File: src/rtl/maze_pkg.sv
// Shared types and VGA/map geometry for the maze tile RAM arbiter.
package maze_pkg;

    typedef logic [3:0] tile_t;

    localparam int unsigned MAP_COLS = 16;
    localparam int unsigned MAP_ROWS = 15;
    localparam int unsigned TILE_PX  = 32;
    localparam int unsigned H_PIXELS = 640;
    localparam int unsigned H_TOTAL  = 800;
    localparam int unsigned V_LINES  = 480;
    localparam int unsigned V_TOTAL  = 521;

    // Who issued the RAM access currently in flight.
    typedef enum logic [1:0] {
        OwnNone   = 2'd0,
        OwnDisp   = 2'd1,
        OwnClient = 2'd2
    } owner_e;

endpackage

File: src/rtl/maze_fetch_sched.sv
// Display tile-fetch scheduler: decides in which cycles the display owns the RAM
// and which map address it fetches, three pixels ahead of the tile boundary.
module maze_fetch_sched
    import maze_pkg::*;
(
    input  logic [9:0] col,
    input  logic [9:0] row,
    output logic       trig,
    output logic [7:0] addr
);

    localparam logic [9:0] VLines       = 10'(V_LINES);
    localparam logic [9:0] VLast        = 10'(V_TOTAL - 1);
    localparam logic [9:0] HFetch       = 10'(H_TOTAL - 3);
    localparam logic [9:0] LastFetchCol = 10'((MAP_COLS - 1) * TILE_PX);
    localparam logic [4:0] FetchPhase   = 5'(TILE_PX - 3);

    logic [9:0] next_line;
    logic [3:0] next_tile_col;
    logic       trig_a;
    logic       trig_b;

    always_comb begin
        next_line     = (row == VLast) ? 10'd0 : row + 10'd1;
        next_tile_col = col[8:5] + 4'd1;
        // In-line fetch of the next tile; the last tile of a line has no successor.
        trig_a        = (row < VLines) && (col < LastFetchCol) && (col[4:0] == FetchPhase);
        // End-of-line fetch of tile 0 for the following visible line.
        trig_b        = (col == HFetch) && (next_line < VLines);
        trig          = trig_a | trig_b;
        addr          = trig_a ? {row[8:5], next_tile_col} : {next_line[8:5], 4'd0};
    end

endmodule

File: src/rtl/maze_mem_arbiter.sv
// Shares one single-port maze RAM between the pixel display fetch (always wins)
// and a game-logic client port; responses are steered by a 2-stage owner pipeline.
module maze_mem_arbiter
    import maze_pkg::*;
#(
    parameter bit WR_VBLANK_ONLY = 1'b0
) (
    input  logic       clk,
    input  logic       rst,
    input  logic [9:0] i_col,
    input  logic [9:0] i_row,
    input  logic       i_req,
    input  logic       i_we,
    input  logic [7:0] i_addr,
    input  logic [3:0] i_wdata,
    output logic       o_gnt,
    output logic       o_rvalid,
    output logic [3:0] o_rdata,
    output logic       o_mem_en,
    output logic       o_mem_we,
    output logic [7:0] o_mem_addr,
    output logic [3:0] o_mem_wdata,
    input  logic [3:0] i_mem_rdata,
    output logic [3:0] o_tile,
    output logic       o_tile_vld
);

    localparam logic [9:0] VLines   = 10'(V_LINES);
    localparam logic [9:0] HLast    = 10'(H_TOTAL - 1);
    localparam logic [9:0] VLast    = 10'(V_TOTAL - 1);
    localparam logic [9:0] DispCols = 10'(MAP_COLS * TILE_PX);

    logic       sched_trig;
    logic [7:0] sched_addr;
    logic       wr_ok;
    logic       gnt;
    logic [9:0] nxt_col;
    logic [9:0] nxt_row;
    logic       nxt_vis;
    owner_e     own1_q;
    owner_e     own2_q;

    maze_fetch_sched u_sched (
        .col  (i_col),
        .row  (i_row),
        .trig (sched_trig),
        .addr (sched_addr)
    );

    always_comb begin
        wr_ok = !i_we || !WR_VBLANK_ONLY || (i_row >= VLines);
        gnt   = !rst && i_req && !sched_trig && wr_ok;
        if (i_col == HLast) begin
            nxt_col = 10'd0;
            nxt_row = (i_row == VLast) ? 10'd0 : i_row + 10'd1;
        end else begin
            nxt_col = i_col + 10'd1;
            nxt_row = i_row;
        end
        // Valid flag is computed for the next pixel so it lines up with o_tile.
        nxt_vis = (nxt_col < DispCols) && (nxt_row < VLines);
    end

    assign o_gnt    = gnt;
    assign o_rvalid = !rst && (own2_q == OwnClient);
    assign o_rdata  = o_rvalid ? i_mem_rdata : 4'd0;

    always_ff @(posedge clk) begin
        if (rst) begin
            o_mem_en    <= 1'b0;
            o_mem_we    <= 1'b0;
            o_mem_addr  <= 8'd0;
            o_mem_wdata <= 4'd0;
            own1_q      <= OwnNone;
            own2_q      <= OwnNone;
            o_tile      <= 4'd0;
            o_tile_vld  <= 1'b0;
        end else begin
            o_mem_en    <= sched_trig | gnt;
            o_mem_we    <= gnt & i_we;
            o_mem_addr  <= sched_trig ? sched_addr : (gnt ? i_addr : 8'd0);
            o_mem_wdata <= (gnt && i_we) ? i_wdata : 4'd0;
            own1_q      <= sched_trig ? OwnDisp : (gnt ? OwnClient : OwnNone);
            own2_q      <= own1_q;
            if (own2_q == OwnDisp) begin
                o_tile <= i_mem_rdata;
            end
            o_tile_vld  <= nxt_vis;
        end
    end

endmodule

File: config.mk
export PLATFORM = sky130hd
export DESIGN_NAME = maze_mem_arbiter
export DESIGN_NICKNAME = d
export VERILOG_FILES = /design/src/rtl/maze_pkg.sv /design/src/rtl/maze_fetch_sched.sv /design/src/rtl/maze_mem_arbiter.sv
export SDC_FILE = /design/constraint.sdc
export NUM_CORES = 1
export LEC_CHECK = 0
export ABC_AREA = 1
export BUFFER_PORTS_ARGS = -buffer_cell sky130_fd_sc_hd__buf_2
export CAP_MARGIN = 30
export CORE_MARGIN = 4
export CORE_UTILIZATION = 45
export CTS_BUF_LIST = sky130_fd_sc_hd__clkbuf_16
export CTS_CLUSTER_SIZE = 20
export DETAILED_ROUTE_END_ITERATION = 12
export GPL_ROUTABILITY_DRIVEN = 0
export PLACE_DENSITY_LB_ADDON = 0.2
export SETUP_SLACK_MARGIN = 0.5
export SLEW_MARGIN = 15
export SYNTH_ARGS = -nofsm -noshare
export SYNTH_HDL_FRONTEND = slang
export SYNTH_SLANG_ARGS = --single-unit
File: constraint.sdc
create_clock -name clk -period 1.8 [get_ports clk]
set_input_delay 0.36 -clock clk [delete_from_list [all_inputs] [get_ports clk]]
set_output_delay 0.36 -clock clk [all_outputs]
set_load 0.05 [all_outputs]
==> flow_summary_export.csv <==
group,metric,value,unit
global_route,vias_in_the_first_global_route,1649,
sta,min_period,1910,ps
worst_setup_path,r2r_path_start,"own2_q[1]$_SDFF_PP0_",
clock_tree,cts_inserted_buffers,3,
power_and_ir_drop,peakVddDrop,0.844,mV
logic_synthesis,synth.net_count,232,
power_and_ir_drop,pwr-share-comb,0.277,
sta,fin_crit_sh,1.06,
logic_synthesis,number_of_library_cell_types_mapped_by_synthesis,25,
global_route,track_usage,0.255,
die,ios,65,
worst_setup_path,rr_worst_depth,5,
route,viasPerCell,5.76,
run,drv.max_cap_violation_count,0,
die,initial_utilization,0.466,
clock_tree,cts-htree-levels,1,
worst_setup_path,crit_end,"o_gnt",
placement,place.port_buffers,64,
clock_tree,clock_tree_from_tritoncts,"done",
worst_setup_path,reg2reg_slack,900,ps
route,detail_route.wl_per_cell,18.4,um
logic_synthesis,post_synth.cell_area_avg,6.68,um^2
final_layout,most_common_cell_after_layout_fill_and_taps_aside,"sky130_fd_sc_hd__buf_2",
logic_synthesis,synth_top_flop_cell,"sky130_fd_sc_hd__dfxtp_1",
worst_setup_path,critical_path.reg2reg.endpoint,"o_tile[3]$_SDFFE_PP0N_",
logic_synthesis,synth_sequential_area_ratio,0.361,
sta,final_critical_path_setup_slack,-112,ps
clock_tree,clkTransAtPathRegs,60,ps
power_and_ir_drop,power.share.sequential,0.377,
global_route,grt_antenna_before_repair,0,
final_layout,finished_cell_area,2470,um^2
final_layout,num_antenna_cells,0,
power_and_ir_drop,clock_power_share,0.346,
final_layout,most_frequent_cells_in_the_layout,"50 x sky130_fd_sc_hd__buf_2, 31 x sky130_fd_sc_hd__buf_4, 26 x sky130_fd_sc_hd__nand2_1",
logic_synthesis,area_of_the_mapped_netlist,1270,um^2
worst_setup_path,timing_worst_setup_path_type,"primary input to primary output",
sta,timing_max_transition_violations_final,0,
final_layout,area_growth_syn_to_layout,93.4,%
placement,dpl.hpwl,2.62,mm
placement,dpl_worst_slack,-184,ps
global_route,grt_pass1_wl,7.11,mm
die,floorplan.die_area,3750,um^2
route,post_route_wl,6.04,mm
power_and_ir_drop,power_report.internal_total,0.979,mW
final_layout,design.final.nets,339,
route,drt_first_pass_iters,6,
sta,setup-violations-final,7,
route,antenna_left,0,
die,chipHeight,61.2,um
sta,fin_tns_setup,-371,ps
route,dr.first_iter.drc_count,169,
worst_setup_path,critPathLaunch,"i_row[4]",
clock_tree,clockRootBuffer,"sky130_fd_sc_hd__clkbuf_16",
route,drc_errors,0,
die,std_cell_rows,19,
logic_synthesis,synth_cells,191,
sta,maxClockFrequency,523,MHz
worst_setup_path,cp-start-kind,"primary input",
worst_setup_path,critical_path_peak_fanout,3,
sta,finalHoldViolations,0,
logic_synthesis,synth_seq_cells,23,
die,fp.coreArea,2730,um^2
worst_setup_path,worst_ep_arrival_time,1550,ps
power_and_ir_drop,p_switching,0.416,mW
power_and_ir_drop,power_density,566,nW/um^2
global_route,grt_start_max_net_pins,14,
logic_synthesis,async_sr_flop_fraction,0,
power_and_ir_drop,power.static_leakage,1.21,nW
final_layout,drive_gt1_frac,0.586,
route,dr_total_vias,1888,
sta,relSlewSlack,0.784,
worst_setup_path,cp.required,1440,ps
logic_synthesis,yosys_warnings,0,
die,die_width,61.2,um
clock_tree,worstSkewPairLatency,260,ps
power_and_ir_drop,power.share.switching,0.298,
sta,grt_setup_unrepaired,"true",
sta,finalClockSkew,3.42,ps
global_route,globalRouteOverflowTotal,0,
logic_synthesis,synth_enable_flop_cells,0,
clock_tree,cts.hold.buffers_added,0,
clock_tree,clock_net_sink_count,23,
min_path,hold_path.class,"primary input to flop",
worst_setup_path,crit_path_end_kind,"primary output",
placement,dpl-instance-area,1920,um^2
outcome,outcome,"complete, but fails checks",
outcome,violations,"setup timing",
sta,max_slew.worst_pin.slew,322,ps
clock_tree,buffer_depth_of_the_longest_clock_path,2,
## worst max-delay path, cell delays in order
cell and delay [ps]:
sky130_fd_sc_hd__buf_12 100, sky130_fd_sc_hd__nand2_2 60, sky130_fd_sc_hd__nor2_2 150, sky130_fd_sc_hd__nand2_1 90, sky130_fd_sc_hd__nand2_1 80, sky130_fd_sc_hd__nand2_1 70
sky130_fd_sc_hd__inv_2 80, sky130_fd_sc_hd__nand3_4 110, sky130_fd_sc_hd__nand3_4 120, sky130_fd_sc_hd__nand2_4 80, sky130_fd_sc_hd__nor2_8 90, sky130_fd_sc_hd__buf_8 150
## power by group through the flow
stage	sequential, mW	clock (mW)	combinational, mW
2_1_floorplan	0.578	0	0.115
3_3_place_gp	0.537	0	0.267
3_5_place_dp	0.537	0	0.270
4_1_cts	0.526	0.481	0.321
5_1_grt	0.527	0.506	0.405
6_report	0.526	0.483	0.386
## routing by layer
metal,wire length (um),track usage,up-vias
li1,-,-,834
met2,3030,0.453,162
met4,393,0.155,0
met3,634,0.0461,47
met1,1980,0.279,845
met5,0,0,-
## stage by stage
stage / hold slack (ps) / std cells / power (mW) / utilization
floorplan: 381 / 191 / 0.693 / -
global route: 335 / 328 / 1.44 / 0.902
detailed placement: 389 / 304 / 0.807 / 0.702
finish: 323 / 328 / 1.40 / 0.902
global placement: 382 / 304 / 0.804 / 0.702
CTS: 304 / 321 / 1.33 / 0.839
## state kept, by name, summed over array words and instances (netlist names)
name,cells
own1_q,2
o_mem_we,1
own2_q,2
o_tile_vld,1
o_mem_wdata,4
o_mem_en,1
o_mem_addr,8
o_tile,4
## cell usage after synthesis (2+ instances only)
| cell type | count | area share |
|---|---|---|
| sky130_fd_sc_hd__inv_1 | 34 | 0.10 |
| sky130_fd_sc_hd__nor3_1 | 7 | 0.027 |
| sky130_fd_sc_hd__dfxtp_1 | 23 | 0.36 |
| sky130_fd_sc_hd__a21oi_1 | 12 | 0.047 |
| sky130_fd_sc_hd__nand4_1 | 10 | 0.049 |
| sky130_fd_sc_hd__nand3_1 | 15 | 0.059 |
| sky130_fd_sc_hd__nand2_4 | 2 | 0.018 |
| sky130_fd_sc_hd__nor2_2 | 6 | 0.029 |
| sky130_fd_sc_hd__nand2_1 | 40 | 0.12 |
| sky130_fd_sc_hd__nor2_1 | 20 | 0.059 |
| sky130_fd_sc_hd__o21ai_0 | 8 | 0.031 |
## kinds of logic after synthesis
family	after synthesis	synth area share
DFF	23	0.361
buffers and inverters	36	0.106
AOI/OAI and AO/OA	23	0.0932
and+or+nand+nor	108	0.430
adders and majority gates	1	0.00981
## how the worst min path moves through the flow
| stage | startpoint | endpoint | cells after the start |
|---|---|---|---|
| after global placement | own1_q[1]$_SDFF_PP0_ | own2_q[1]$_SDFF_PP0_ | 2 |
| after detailed placement | own1_q[0]$_SDFF_PP0_ | own2_q[0]$_SDFF_PP0_ | 2 |
| after CTS | i_addr[7] | o_mem_addr[7]$_SDFF_PP0_ | 3 |
| after global routing | i_addr[6] | o_mem_addr[6]$_SDFF_PP0_ | 3 |
| after floorplan | own1_q[0]$_SDFF_PP0_ | own2_q[0]$_SDFF_PP0_ | 2 |
| final | i_addr[6] | o_mem_addr[6]$_SDFF_PP0_ | 3 |
## area by class of cell
type | count | area, um^2
tap | 31 | 38.8
inverter | 35 | 140
clock buffer | 3 | 75.1
multi-input combinational | 132 | 951
timing repair buffer | 103 | 793
clock inverter | 1 | 5.00
fill | 127 | 268
sequential | 23 | 463
## what timing repair did
item                                    4_1_cts  5_1_grt
gates resized for setup                      56       33
endpoints found under the setup margin       20       23
buffers inserted                             13        7
pin swaps                                    14       14
Note: power is estimated with default switching activity, not from simulation.
